### src/rtl/regfile_sb.sv
// Register file with per-register busy scoreboard and a zeroing init sweep.
// Define REGFILE_BYPASS_EN to forward same-cycle write data to the read ports.
module regfile_sb #(
    parameter int DATA_W = 32,
    parameter int ADDR_W = 5,
    parameter int NRD    = 2
) (
    input  logic                  clk,
    input  logic                  rst,
    input  logic                  we,
    input  logic [ADDR_W-1:0]     waddr,
    input  logic [DATA_W-1:0]     wdata,
    input  logic                  mark,
    input  logic [ADDR_W-1:0]     maddr,
    input  logic [NRD-1:0]        re,
    input  logic [NRD*ADDR_W-1:0] raddr,
    output logic [NRD*DATA_W-1:0] rdata,
    output logic [NRD-1:0]        rbusy,
    output logic                  ready
);

    localparam int DEPTH = 1 << ADDR_W;

    typedef enum logic {
        INIT,
        READY
    } state_t;

    state_t              state;
    logic [ADDR_W-1:0]   cnt;
    logic                rdy_q;
    logic [DEPTH-1:0]    busy;
    logic [DATA_W-1:0]   mem [DEPTH];

    logic wr_ok;
    logic mk_ok;

    assign wr_ok = we & (waddr != '0);
    assign mk_ok = mark & (maddr != '0);

    always_ff @(posedge clk) begin
        if (rst) begin
            state <= INIT;
            cnt   <= '0;
            rdy_q <= 1'b0;
        end else begin
            unique case (state)
                INIT: begin
                    busy[cnt] <= 1'b0;
                    if (cnt == '1) begin
                        state <= READY;
                        rdy_q <= 1'b1;
                    end else begin
                        cnt <= cnt + 1'b1;
                    end
                end
                READY: begin
                    // Set after clear so a same-cycle mark wins.
                    if (wr_ok) busy[waddr] <= 1'b0;
                    if (mk_ok) busy[maddr] <= 1'b1;
                end
                default: state <= INIT;
            endcase
        end
    end

    always_ff @(posedge clk) begin
        if (!rst) begin
            if (state == INIT)
                mem[cnt] <= '0;
            else if (wr_ok)
                mem[waddr] <= wdata;
        end
    end

    assign ready = rdy_q & ~rst;

    for (genvar k = 0; k < NRD; k++) begin : g_rd
        logic [ADDR_W-1:0] ra;
        logic              act;
        logic              byp;

        assign ra  = raddr[k*ADDR_W +: ADDR_W];
        assign act = re[k] & ready & (ra != '0);

`ifdef REGFILE_BYPASS_EN
        assign byp = act & we & (waddr == ra);
`else
        assign byp = 1'b0;
`endif

        assign rdata[k*DATA_W +: DATA_W] =
            !act ? '0 : (byp ? wdata : mem[ra]);

        assign rbusy[k] =
            act & (byp ? (mark & (maddr == waddr)) : busy[ra]);
    end

endmodule
### config.mk
export PLATFORM = sky130hd
export DESIGN_NAME = regfile_sb
export DESIGN_NICKNAME = d
export VERILOG_FILES = /design/src/rtl/regfile_sb.sv
export SDC_FILE = /design/constraint.sdc
export NUM_CORES = 1
export LEC_CHECK = 0
export BUFFER_PORTS_ARGS = -buffer_cell sky130_fd_sc_hd__buf_4
export CAP_MARGIN = 20
export CORE_MARGIN = 10
export CORE_UTILIZATION = 30
export DETAILED_ROUTE_END_ITERATION = 10
export HOLD_SLACK_MARGIN = 0.03
export SKIP_CTS_REPAIR_TIMING = 1
export SLEW_MARGIN = 20
export SYNTH_ARGS = -nofsm -noshare
export SYNTH_HDL_FRONTEND = slang
export SYNTH_SLANG_ARGS = --single-unit
### constraint.sdc
create_clock -name clk -period 5.1 [get_ports clk]
set_clock_uncertainty 0.1 [all_clocks]
set_input_delay 1.02 -clock clk [delete_from_list [all_inputs] [get_ports clk]]
set_output_delay 1.02 -clock clk [all_outputs]
set_load 0.01 [all_outputs]
==> results of run 1 <==
[cells in the mapped netlist, types with 2 or more instances]
library cell	instances	share of area (%)
buf_1	18	0.13
a31oi_1	46	0.56
nand3b_1	3	0.044
buf_4	37	0.54
ha_1	5	0.12
a22oi_1	137	2.0
nor3_1	36	0.35
o21ai_0	33	0.32
a221oi_1	21	0.36
nor3b_1	5	0.073
buf_6	18	0.39
nand2b_1	68	0.83
mux2_2	70	1.5
clkbuf_1	95	0.69
buf_2	73	0.71
a21oi_1	88	0.85
xor2_1	2	0.034
nor2_1	39	0.28
o221ai_1	19	0.32
a32oi_1	24	0.41
mux4_2	370	16
and3_1	26	0.32
inv_1	6	0.044
nand4_1	2	0.024
dfxtp_1	7	0.27
nand2_1	108	0.79
nor2b_1	21	0.25
nand3_1	91	0.88
nand4b_1	2	0.034
mux2i_1	405	7.9
and2_1	38	0.46
o31a_1	19	0.32
or2_2	21	0.25
or3_1	3	0.036
and3b_1	2	0.034
nor4_1	2	0.024
edfxtp_1	1056	61
[area by class of cell]
class / instances / area share (%)
flip-flops and latches: 1063 / 53.40
multi-input cells: 1717 / 31.32
repair buffers: 361 / 5.416
well taps: 2233 / 4.684
clock buffers: 116 / 4.225
clock inverters: 58 / 0.9020
inverters: 6 / 0.03776
diodes: 5 / 0.02098
[how the worst max path moves through the flow]
stage	from	to	slack (ns)	cells after the start
floorplan	rst	mem[8][0]	-0.23	5
global placement	raddr[0]	rdata[6]	0.31	8
detailed placement	raddr[0]	rdata[6]	0.31	8
CTS	raddr[0]	rdata[6]	0.27	8
global route	raddr[5]	rdata[48]	0.33	7
finish	raddr[5]	rdata[60]	0.44	8
[sequential cells by signal, indices dropped and copies added (netlist names)]
register  flops
busy         32
cnt           5
mem        1024
rdy_q         1
state         1
[per-layer routing]
layer  vias to the layer above  part of all wire (%)  global-route usage, %
li1                      12990                     -                      -
met1                     16670                    37                  21.50
met2                      1628                    51                  30.85
met3                       385                   7.5                  2.834
met4                        14                   4.9                  8.345
met5                         -                 0.048                      0
[metrics by stage]
| stage | TNS, ns | instance area (sq um) |
|---|---|---|
| after floorplan | -114.15 | 51580 |
| after detailed placement | 0 | 56570 |
| after global routing | 0 | 59640 |
| final | 0 | 59650 |
| after global placement | 0 | 56560 |
| after CTS | 0 | 59630 |
[critical path: cells and delay by family]
kind | cells | cell delay, ns
AO/OA/AOI/OAI | 3 | 0.98
AND/OR/NAND/NOR | 1 | 0.21
buffers and inverters | 4 | 1.23
[logic make-up (layout without fill, tap and decap cells)]
logic type      count (synthesis)  after routing
compound gates                393            393
xor+xnor                        3              3
fa+ha+maj                       5              5
buf+inv                       247            541
flops                        1063           1063
mux                           845            845
other cells                     0              5
simple gates                  471            471
[power by group through the flow]
| stage | Clock [W] | Sequential (W) | Combinational, W |
|---|---|---|---|
| floorplan | 0 | 0.00976 | 0.000828 |
| global placement | 0 | 0.00977 | 0.00130 |
| detailed placement | 0 | 0.00978 | 0.00130 |
| CTS | 0.00729 | 0.00959 | 0.00130 |
| global route | 0.00761 | 0.00959 | 0.00136 |
| finish | 0.00720 | 0.00959 | 0.00131 |
==> reports/metrics.yaml, run 1 <==
layout:
  final_common_cell: "edfxtp_1"
  layout_common_cells: "1056 x edfxtp_1, 405 x mux2i_1, 370 x mux4_2"
  area_growth_pct: 15.68
  fill_cells: 16090
  post-route-util_pct: 34.85
  drive_gt1_share_pct: 30.38
  multi_input_area_sq_um: 18680
  ff_latch_area_sq_um: 31850
  stdcell_count: 5559
  finalNetCount: 3310
synth:
  synth_compound_area_share_pct: 5.239
  synthAdderAreaFrac_pct: 0.1213
  syn_area_sq_um: 51560
  synth_fp_nets: 3090
  synth_cells: 3027
  synth_edf_count: 1056
  synth-xor-area-share_pct: 0.05096
  avgSynthCellArea_sq_um: 17.03
  synth_seq_cells: 1063
  synth_top_family_by_area: "multiplexers"
  ys_seq_area_share_pct: 61.77
  synthMuxAreaShare_pct: 25.55
  yosysWarningCount: 0
  synth-simple-area-share_pct: 4.759
  synth_ff_type: "edfxtp_1"
  async_flop_share_pct: 0
  ys_types: 48
clock_network:
  root_buffer: "clkbuf_16"
  clk_latency_ns: 0.71
  htree_levels: 3
  cts.clk_slew.worst_paths_ns: 0.07
  cts_buffers: 98
  clock_sinks: 1063
  cts.path.max_buffers: 3
  cts_tree: "built"
placement:
  routabilityCongestion: 0.8445
  dp_hpwl_mm: 108.6
  portBuffers: 124
  place_inst: 5380
  pre_cts_ws_ns: 0.3060
floorplan:
  die_y_microns: 434.6
  num_io_pins: 125
  fp-row-count: 152
  start_util_pct: 30.12
  dieArea_sq_um: 188900
  fp.dieW_microns: 434.6
  core_sq_um: 171200
timing:
  hold-worst-slack_ns: 0.4316
  timing.final.crit_share_pct: 91.41
  final-hold-violation-count: 0
  maxSlewViolCount: 0
  min_period_ns: 4.662
  worst_pin_slew_ns: 1.134
  setup_slack_ns: 0.4379
  relSlewSlack_pct: 23.99
  fmax_mhz: 214.5
  rsz0062_at_grt: "no"
  setup_viol: 0
critical_path:
  reg2reg_to: "mem[9][15]"
  critPathKind: "input port to primary output"
  r2r_slack_ns: 1.80
  slowest_delay_ns: 0.64
  rr_startpoint: "state"
  worstPathCellList: "buf_8 > buf_12 > nor2b_1 > buf_4 > a22oi_1 > a31oi_1 > a32oi_1 > buf_4"
  worst_setup_path_start_kind: "input port"
  rr_worst_depth: 6
  crit_top_cell: "buf_4"
  critPathRequiredTime_ns: 3.98
  crit_fanout: 36
  worstPathArrival_ns: 3.54
  critPathSlowestCell: "a32oi_1"
  end_kind: "primary output"
routing:
  vias: 31680
  wl_per_cell_microns: 30.95
  drt_wl_total_mm: 172.0
  firstDrtPassIters: 6
  drtIter0Drc: 3403
  vias_per_cell: 5.699
  drc: 0
  ant_nets: 0
power:
  switchingPower_w: 0.004111
  p_leak_nw: 17.94
  pwr-share-seq_pct: 53.0
  p_int_w: 0.01399
  pwr-share-clk_pct: 39.8
  ir_worst_vdd_mv: 0.2223
  powerDensity_nw_per_um2: 303.4
  swShare_pct: 22.72
  p_total_w: 0.01810
  share_comb_of_total_power_pct: 7.2
hold_path:
  hp-start: "rdy_q"
  hold_depth: 2
  min_to: "rdy_q"
  worstHoldPathType: "flip-flop to flip-flop"
run_status:
  status: "complete, no violations"
global_route:
  grt_overflow_total: 0
  first_global_vias: 31910
  antenna_found_initial: 10
  grt_max_degree: 54
  grt_usage_pct: 17.74
  grt_pass1_wl_mm: 242.2
run:
  maxCapViolCount: 0
Power figures use the tool's default switching activity.
==> run 2: changes to the inputs <==
--- a/config.mk
+++ b/config.mk
@@ -6,11 +6,11 @@
 export NUM_CORES = 1
 export LEC_CHECK = 0
 export BUFFER_PORTS_ARGS = -buffer_cell sky130_fd_sc_hd__buf_4
-export CAP_MARGIN = 20
 export CORE_MARGIN = 10
 export CORE_UTILIZATION = 30
 export DETAILED_ROUTE_END_ITERATION = 10
 export HOLD_SLACK_MARGIN = 0.03
+export REMOVE_ABC_BUFFERS = 1
 export SKIP_CTS_REPAIR_TIMING = 1
 export SLEW_MARGIN = 20
 export SYNTH_ARGS = -nofsm -noshare
==> constraint.sdc (replaced) <==
create_clock -name clk -period 5.6 [get_ports clk]
set_clock_uncertainty 0.1 [all_clocks]
set_input_delay 1.12 -clock clk [delete_from_list [all_inputs] [get_ports clk]]
set_output_delay 1.12 -clock clk [all_outputs]
set_load 0.01 [all_outputs]
==> run 2 against run 1 <==
  * Worst setup slack gained 0.077 ns
  * Clock-buffer cell count grew 8
  * Via count grew 0.80%
  * Final cell count shrank 0.97%
  * Sequential power shrank 8.9%
  * Sequential share of layout area grew 0.32 points
==> reports/metrics.yaml, run 2 (same netlist as run 1, synthesis figures left out) <==
critical_path:
  worstPathArrival_ns: 3.87  # +0.33 ns
  critPathKind: "input port to primary output"
  r2r_slack_ns: 1.81  # about the same
  end_kind: "primary output"
  worst_setup_path_start_kind: "input port"
  critPathRequiredTime_ns: 4.38  # +0.40 ns
  crit_fanout: 12  # -67%
power:
  ir_worst_vdd_mv: 0.2215  # -0.34%
  p_leak_nw: 17.67  # -1.5%
  powerDensity_nw_per_um2: 287.2  # -5.3%
clock_network:
  clock_sinks: 1063  # unchanged
  root_buffer: "clkbuf_16"
  cts_tree: "built"
  htree_levels: 3  # unchanged
  cts.path.max_buffers: 3  # unchanged
  cts_buffers: 104  # +6.1%
  clk_latency_ns: 0.71  # about the same
  cts.clk_slew.worst_paths_ns: 0.06  # about the same
layout:
  layout_common_cells: "1056 x edfxtp_1, 405 x mux2i_1, 370 x mux4_2"
  multi_input_area_sq_um: 18660  # -0.11%
  largest_register_ffs: 1024  # unchanged
  final_common_cell: "edfxtp_1"
  finalNetCount: 3251  # -1.8%
  ff_latch_area_sq_um: 31850  # unchanged
  drive_gt1_share_pct: 29.23  # -1.2 points
  stdcell_count: 5505  # -0.97%
  largestRegisters: "mem: 1024 flops, busy: 32 flops, cnt: 5 flops"
  fin_area_sq_um: 59290  # -0.59%
  fill_cells: 16130  # +0.28%
  regMostFlops: "mem"
  area_growth_pct: 14.99
floorplan:
  core_sq_um: 171200  # unchanged
  num_io_pins: 125  # unchanged
  fp-row-count: 152  # unchanged
  die_y_microns: 434.6  # unchanged
  fp.dieW_microns: 434.6  # unchanged
  dieArea_sq_um: 188900  # unchanged
  start_util_pct: 30.12  # unchanged
hold_path:
  worstHoldPathType: "flip-flop to flip-flop"
placement:
  portBuffers: 124  # unchanged
  dp_hpwl_mm: 101.2  # -6.9%
  place_inst: 5314  # -1.2%
  place_area_sq_um: 55880  # -1.2%
  routabilityCongestion: 0.8093  # -4.2%
timing:
  min_period_ns: 5.085
  worst_pin_slew_ns: 1.084  # -0.04987 ns
  final-hold-violation-count: 0  # unchanged
  timing.final.crit_share_pct: 90.80
  hold-worst-slack_ns: 0.4365  # +0.004969 ns
  relSlewSlack_pct: 27.53  # +3.5 points
  rsz0062_at_grt: "no"
  setup_viol: 0  # unchanged
  maxSlewViolCount: 0  # unchanged
  fmax_mhz: 196.7
routing:
  drtIter0Drc: 3954  # +16%
  drc: 0  # unchanged
  ant_nets: 0  # unchanged
  wl_per_cell_microns: 31.52  # +1.8%
  vias: 31940  # +0.80%
  firstDrtPassIters: 5  # -1
  vias_per_cell: 5.801  # +1.8%
  drt_wl_total_mm: 173.5  # +0.86%
global_route:
  grt_max_degree: 61  # +13%
  antenna_found_initial: 6  # -4
  grt_overflow_total: 0  # unchanged
  grt_usage_pct: 17.93  # +0.18 points
  first_global_vias: 31920  # +0.050%
  grt_pass1_wl_mm: 243.3  # +0.45%
run_status:
  status: "complete, no violations"
run:
  maxCapViolCount: 0  # unchanged
## run 2: cell types whose count changed in the layout (fill, tap and decap cells not counted), moves of 4 or more
cell / delta
buf_12: -13
clkbuf_16: +8
buf_4: -53
clkinv_4: -4
diode_2: -4
bufinv_16: +6
nor3_4: -5
nor3_2: +5
clkinv_2: -4
clkinv_1: +10
## run 2: worst max-delay path, cell delays in order
cell      delay, ns
buf_4          0.17
nor2b_1        0.58
nand3_1        0.94
o221ai_1       0.53
o31a_1         0.34
buf_4          0.18
## run 2: final cells by class
cell class,instances,share of cell area (%)
Clock buffer,124,4.588
Multi-Input combinational cell,1717,31.47
Clock inverter,65,1.110
Tap cell,2233,4.712
Inverter,6,0.03798
Antenna cell,1,0.004220
Sequential cell,1063,53.72
Timing Repair Buffer,296,4.364
## run 2: per-stage QoR
step           setup TNS [ns]  total power, W  worst slack [ns]  utilization, %
2_1_floorplan          -70.50        0.009409          -0.07856               -
3_3_place_gp                0         0.01007            0.5290           32.65
3_5_place_dp                0         0.01008            0.5850           32.65
4_1_cts                     0         0.01712            0.5645           34.62
5_1_grt                     0         0.01749            0.5215           34.64
6_report                    0         0.01703            0.5149           34.64
## run 2: report_power, final
part | leakage, nW | total [W] | switching, W | internal [W]
clock network | 1.64 | 0.00711 | 0.00307 | 0.00405
logic | 7.71 | 0.00118 | 0.000701 | 0.000476
registers | 8.31 | 0.00874 | 0.0000420 | 0.00870
total | 17.7 | 0.0170 | 0.00381 | 0.0132
## run 2: final timing paths
kind	startpoint	endpoint	cells past startpoint
hold / removal	rdy_q	rdy_q	2
hold reg to reg	rdy_q	rdy_q	2
setup / recovery	rst	rdata[16]	6
setup reg to reg	state	mem[31][31]	6
## run 2: per-layer routing
metal / vias up / share of wire (%) / global-route usage [%]
li1: 12890 / - / -
met1: 16930 / 39 / 23.35
met2: 1744 / 48 / 29.88
met3: 362 / 8.6 / 3.111
met4: 4 / 4.2 / 6.699
met5: - / 0.016 / 0
